$ cat config.mk
export PLATFORM = sky130hd
export DESIGN_NAME = bcp_imply_gen
export DESIGN_NICKNAME = d
export VERILOG_FILES = /design/src/rtl/bcp_pkg.sv /design/src/rtl/bcp_imp_fifo.sv /design/src/rtl/bcp_imply_gen.sv
export SDC_FILE = /design/constraint.sdc
export NUM_CORES = 1
export LEC_CHECK = 0
export ABC_CLOCK_PERIOD_IN_PS = 5200
export BUFFER_PORTS_ARGS = -buffer_cell sky130_fd_sc_hd__buf_4
export CORE_ASPECT_RATIO = 2
export CORE_MARGIN = 2
export CORE_UTILIZATION = 60
export DETAILED_ROUTE_END_ITERATION = 16
export PLACE_DENSITY = 0.91
export RECOVER_POWER = 100
export SETUP_SLACK_MARGIN = 0.15
export SYNTH_ARGS = -nofsm -noshare
export SYNTH_HDL_FRONTEND = slang
export SYNTH_SLANG_ARGS = --single-unit
$ cat constraint.sdc
create_clock -name clk -period 5.2 [get_ports clk]
set_input_delay 1.04 -clock clk [delete_from_list [all_inputs] [get_ports clk]]
set_output_delay 1.04 -clock clk [all_outputs]
set_load 0.1 [all_outputs]
$ cat src/rtl/bcp_pkg.sv
// Shared types and parameter defaults for the BCP implication generator.
package bcp_pkg;

  localparam int NLIT_DEF = 4;
  localparam int VW_DEF   = 8;
  localparam int CIDW_DEF = 8;
  localparam int FD_DEF   = 4;

  typedef enum logic [1:0] {SAT, UNIT, CONFL, OPEN} clause_cls_e;

  typedef enum logic {RUN, HALT} state_e;

endpackage

$ cat src/rtl/bcp_imp_fifo.sv
// Implication FIFO: power-of-two depth, simultaneous push/pop at any occupancy.
module bcp_imp_fifo
  import bcp_pkg::*;
#(
  parameter int W  = 8,
  parameter int FD = FD_DEF
) (
  input  logic                  clk,
  input  logic                  rst,
  input  logic                  flush,
  input  logic                  push,
  input  logic [W-1:0]          push_data,
  input  logic                  pop,
  output logic [W-1:0]          pop_data,
  output logic                  not_empty,
  output logic [$clog2(FD):0]   count
);

  localparam int AW = $clog2(FD);

  logic [W-1:0]  mem [FD];
  logic [AW-1:0] wr_ptr;
  logic [AW-1:0] rd_ptr;
  logic [AW:0]   cnt;
  logic          do_push;
  logic          do_pop;

  assign do_pop    = pop && (cnt != '0);
  // A push into a full FIFO is legal only when the head leaves at the same edge.
  assign do_push   = push && ((cnt != (AW+1)'(FD)) || do_pop);
  assign not_empty = (cnt != '0);
  assign count     = cnt;
  assign pop_data  = not_empty ? mem[rd_ptr] : '0;

  always_ff @(posedge clk) begin
    if (rst || flush) begin
      wr_ptr <= '0;
      rd_ptr <= '0;
      cnt    <= '0;
    end else begin
      if (do_push) wr_ptr <= wr_ptr + 1'b1;
      if (do_pop)  rd_ptr <= rd_ptr + 1'b1;
      cnt <= cnt + (AW+1)'(do_push) - (AW+1)'(do_pop);
    end
  end

  // NOTE: storage is not reset; the pointers and count define what is valid.
  always_ff @(posedge clk) begin
    if (do_push) mem[wr_ptr] <= push_data;
  end

endmodule

$ cat src/rtl/bcp_imply_gen.sv
// Classifies clause words (SAT/UNIT/CONFL/OPEN), queues unit implications,
// and halts on the first conflict until released.
module bcp_imply_gen
  import bcp_pkg::*;
#(
  parameter int NLIT = NLIT_DEF,
  parameter int VW   = VW_DEF,
  parameter int CIDW = CIDW_DEF,
  parameter int FD   = FD_DEF
) (
  input  logic              clk,
  input  logic              rst,
  input  logic              in_valid,
  output logic              in_ready,
  input  logic [CIDW-1:0]   in_cid,
  input  logic [NLIT-1:0]   in_mask,
  input  logic [NLIT-1:0]   in_pol,
  input  logic [NLIT-1:0]   in_asgn,
  input  logic [NLIT-1:0]   in_val,
  input  logic [NLIT*VW-1:0] in_var,
  output logic              out_valid,
  input  logic              out_ready,
  output logic [VW-1:0]     out_var,
  output logic              out_val,
  output logic [CIDW-1:0]   out_cid,
  output logic              conflict,
  output logic [CIDW-1:0]   conflict_cid,
  input  logic              conflict_clr,
  output logic              busy,
  output logic [15:0]       imp_count
);

  localparam int CW = $clog2(FD) + 1;
  localparam int DW = VW + 1 + CIDW;

  state_e state_q, state_d;

  logic               s1_valid;
  logic [CIDW-1:0]    s1_cid;
  logic [NLIT-1:0]    s1_mask, s1_pol, s1_asgn, s1_val;
  logic [NLIT*VW-1:0] s1_var;

  logic [NLIT-1:0] true_v, open_v;
  logic            one_open;
  logic [VW-1:0]   unit_var;
  logic            unit_pol;
  clause_cls_e     cls;

  logic            accept, conflict_det, push, out_fire;
  logic [DW-1:0]   fifo_q;
  logic            fifo_ne;
  logic [CW-1:0]   fifo_count;
  logic [CW:0]     occ;

  always_comb begin
    // NOTE: every combinational output gets a default first so no latch is inferred.
    true_v   = '0;
    open_v   = '0;
    unit_var = '0;
    unit_pol = 1'b0;
    for (int k = 0; k < NLIT; k++) begin
      true_v[k] = s1_mask[k] & s1_asgn[k] & (s1_val[k] == s1_pol[k]);
      open_v[k] = s1_mask[k] & ~s1_asgn[k];
      if (open_v[k]) begin
        unit_var = s1_var[k*VW +: VW];
        unit_pol = s1_pol[k];
      end
    end
    one_open = (open_v != '0) && ((open_v & (open_v - 1'b1)) == '0);

    // An empty clause would otherwise look like a conflict.
    if (s1_mask == '0)       cls = SAT;
    else if (true_v != '0)   cls = SAT;
    else if (open_v == '0)   cls = CONFL;
    else if (one_open)       cls = UNIT;
    else                     cls = OPEN;
  end

  assign conflict_det = s1_valid && (cls == CONFL);
  assign push         = s1_valid && (cls == UNIT);

  // Occupancy counts the clause in S1, so a UNIT push always has room.
  assign occ      = {1'b0, fifo_count} + {{CW{1'b0}}, s1_valid};
  assign in_ready = (state_q == RUN) && (occ < (CW+1)'(FD));
  assign accept   = in_valid && in_ready;

  always_comb begin
    state_d = state_q;
    if (conflict_det)                            state_d = HALT;
    else if ((state_q == HALT) && conflict_clr)  state_d = RUN;
  end

  // NOTE: sequential state uses non-blocking assignments only.
  always_ff @(posedge clk) begin
    if (rst) state_q <= RUN;
    else     state_q <= state_d;
  end

  always_ff @(posedge clk) begin
    if (rst || conflict_det) s1_valid <= 1'b0;
    else                     s1_valid <= accept;
  end

  always_ff @(posedge clk) begin
    if (accept) begin
      s1_cid  <= in_cid;
      s1_mask <= in_mask;
      s1_pol  <= in_pol;
      s1_asgn <= in_asgn;
      s1_val  <= in_val;
      s1_var  <= in_var;
    end
  end

  always_ff @(posedge clk) begin
    if (rst)               conflict_cid <= '0;
    else if (conflict_det) conflict_cid <= s1_cid;
  end

  always_ff @(posedge clk) begin
    if (rst)                                   imp_count <= '0;
    else if (out_fire && (imp_count != 16'hFFFF)) imp_count <= imp_count + 16'd1;
  end

  bcp_imp_fifo #(.W(DW), .FD(FD)) u_fifo (
    .clk       (clk),
    .rst       (rst),
    .flush     (conflict_det),
    .push      (push),
    .push_data ({unit_var, unit_pol, s1_cid}),
    .pop       (out_fire),
    .pop_data  (fifo_q),
    .not_empty (fifo_ne),
    .count     (fifo_count)
  );

  assign out_valid = (state_q == RUN) && fifo_ne;
  assign out_fire  = out_valid && out_ready;
  assign out_var   = fifo_q[DW-1 -: VW];
  assign out_val   = fifo_q[CIDW];
  assign out_cid   = fifo_q[CIDW-1:0];
  assign conflict  = (state_q == HALT);
  assign busy      = s1_valid || fifo_ne;

endmodule
==> out/results.ini <==
[routing]
viasPerCell=5.32
dr_total_vias=3577
drt-wirelength-per-cell_um=17.4
post-route-drc-count=0
drt-initial-drc-count=187
wirelength_mm=11.7
postRouteAntennaNets=0
drt_pre_antenna_iters=4

[timing]
drv_slew=57
max_freq_ghz=0.252
skew_ps=8.92
setup_slack_ps=1240
setup_viol_count_final=0
rsz0062_at_grt=false
relSlewSlack_pct=-33.9
period_share_pct=76.2
fin_crit_ps=3960
tightest_slew_ps=2010
tns_ps=0
hold_viol=0

[die]
rows=53
fp.dieArea_sq_um=11400
initial_core_util_pct=60.7
fp.dieW_um=76.6
core-area_sq_um=10400
ios=106
die_h_um=149

[place]
numPortBuffers=105
place_hpwl_mm=8.29
gp_congestion=0.822
dp_slack_ps=2050

[synth]
ys.flop_type=edfxtp_1
yosysWarningCount=0
yosysTopAreaCellShare_pct=58.9
synth.largest_area_cell=edfxtp_1
netlist-cell-type-count=45
synthMostInstantiatedCell=edfxtp_1
ys_top_cells_by_area=edfxtp_1 (59%), dfxtp_1 (11%), mux4_2 (6.1%)
synthTopCellsByCount=edfxtp_1 (124), nor2_1 (43), dfxtp_1 (35)
synth_edf_count=124
ys_ff_latch=159
synth_cells=412
syn_area_per_cell_sq_um=15.4
async_flop_share_pct=0
yosysSeqAreaShare_pct=70.0
synth_fp_nets=482
syn-cell-area_sq_um=6320

[worst_setup_path]
cpPeakStageDelay_ps=1070
crit_slowest_cell=dfxtp_1
cp-end-kind=primary output
crit_buf_inv=1
arrival_ps=2920
crit_required_ps=4160
start_kind=register
critPathMaxFanout=17
path_delay_family=flip-flops
path_class=reg -> out
path_cells=mux4_2, nor2b_1, clkbuf_1

[clocking]
cts_max_level=4
ctsResizeCount=0
clockBufferDepth=2
hold_buffers=0
clkLatencyLatePin_ps=410
postCtsSetupRepairBufs=0
cts_num_sinks=159
clk_pin_slew_ps=60
cts-root-buf=clkbuf_16
cts_inserted_buffers=17
cts_tree=built

[final_layout]
multiInputGateArea_sq_um=1740
drive_gt1_share_pct=21.9
nets=592
n_antenna_cell=0
layout.area.seq_sq_um=4420
syn_to_final_growth_pct=19.0
fill_cells=724

[run]
maxCapViolCount=1

[global_routing]
grt_pass1_vias=3766
antenna_found_initial=0
overflow=0
grt_max_degree=57
grt_pass1_wl_mm=18.7
grt_use_total_pct=21.8

[pwr]
p_leak_nw=2.71
peakVddDrop_v=0.000393
power_density_nw_per_um2=524

[run_status]
violations=capacitance limit, slew limit
status=complete, but fails checks

[min_path]
hold_path_class=reg -> reg

## metal layers
metal | GRT usage, % | routed length [um]
met5 | 0 | 0
met4 | 9.18 | 123
met3 | 5.57 | 348
met2 | 41.0 | 7030
met1 | 22.8 | 4210
## report_power, final
group	switching [mW]	internal [mW]	total, mW
registers	0.0938	1.51	1.60
clock network	0.485	0.608	1.09
logic	0.993	0.255	1.25
total	1.57	2.37	3.95
## sequential cells by signal, indices dropped and copies added (netlist names), 2 cells and up, named ones only
name / flops
u_fifo.rd_ptr: 2
conflict_cid: 8
s1_val: 4
s1_asgn: 4
s1_cid: 8
u_fifo.mem: 68
u_fifo.wr_ptr: 2
s1_var: 32
s1_pol: 4
imp_count: 16
s1_mask: 4
u_fifo.count: 3
## cell usage in the layout (no fill, tap or decap), drive strengths merged
master / netlist / routed
edfxtp: 124 / 124
clkbuf: 8 / 120
nor2: 44 / 44
dfxtp: 35 / 35
nand2: 20 / 20
nor2b: 20 / 20
mux4: 17 / 17
xor2: 15 / 15
a21oi: 15 / 15
inv: 12 / 14
o21ai: 11 / 11
and3: 10 / 10
clkinv: 0 / 10
a22oi: 9 / 9
mux2i: 9 / 9
ha: 8 / 8
xnor2: 7 / 7
nand3: 7 / 7
nor3: 6 / 6
nand2b: 5 / 5
nand4: 5 / 5
buf: 7 / 4
nor4b: 3 / 3
a211oi: 2 / 2
clkinvlp: 0 / 2
and2b: 2 / 2
o221ai: 1 / 1
a311oi: 1 / 1
a41oi: 1 / 1
nor4: 1 / 1
or2: 1 / 1
or3: 1 / 1
o21ba: 1 / 1
a21boi: 1 / 1
o21a: 1 / 1
o32ai: 1 / 1
fa: 1 / 1
## stage by stage
step	util, %	power [mW]	instance area (sq um)	cells	hold slack, ps
2_1_floorplan	-	2.69	6320	412	481
3_3_place_gp	69.4	2.95	7230	640	479
3_5_place_dp	69.4	2.98	7230	640	487
4_1_cts	74.5	4.07	7750	672	502
5_1_grt	72.3	4.11	7530	672	538
6_report	72.3	3.95	7530	672	494
## final cells by class
cell class,instances,area share (%)
sequential,159,58.8
multi-input combinational,226,23.1
timing repair buffer,106,8.33
clock buffer,18,5.70
tap,137,2.28
clock inverter,14,1.25
inverter,12,0.599
## cells by family (layout without fill, tap and decap cells)
family / count (synthesis) / count (layout) / share of synthesized area, %
flip-flops: 159 / 159 / 70.0
AND/OR/NAND/NOR: 125 / 125 / 10.9
AO/OA/AOI/OAI: 44 / 44 / 4.99
buffers and inverters: 27 / 150 / 1.78
multiplexers: 26 / 26 / 7.48
XOR/XNOR: 22 / 22 / 3.05
adder cells (fa/ha/maj): 9 / 9 / 1.90
## worst min-delay path: stages, from the launching register on
cell	delay (ps)
dfxtp_1	330
mux2i_1	70
nor2_1	70
## path summary, 6_finish.rpt
path	from	to	slack (ps)	depth (start not counted)
min reg2reg	conflict_cid[7]$_SDFFE_PP0P_	conflict_cid[7]$_SDFFE_PP0P_	490	2
max	register	out_var[3]	1240	3
min	conflict_cid[7]$_SDFFE_PP0P_	conflict_cid[7]$_SDFFE_PP0P_	490	2
max reg2reg	s1_asgn[1]$_DFFE_PP_	u_fifo.mem[1][14]$_DFFE_PP_	1940	5
(Power assumes the default switching activity.)
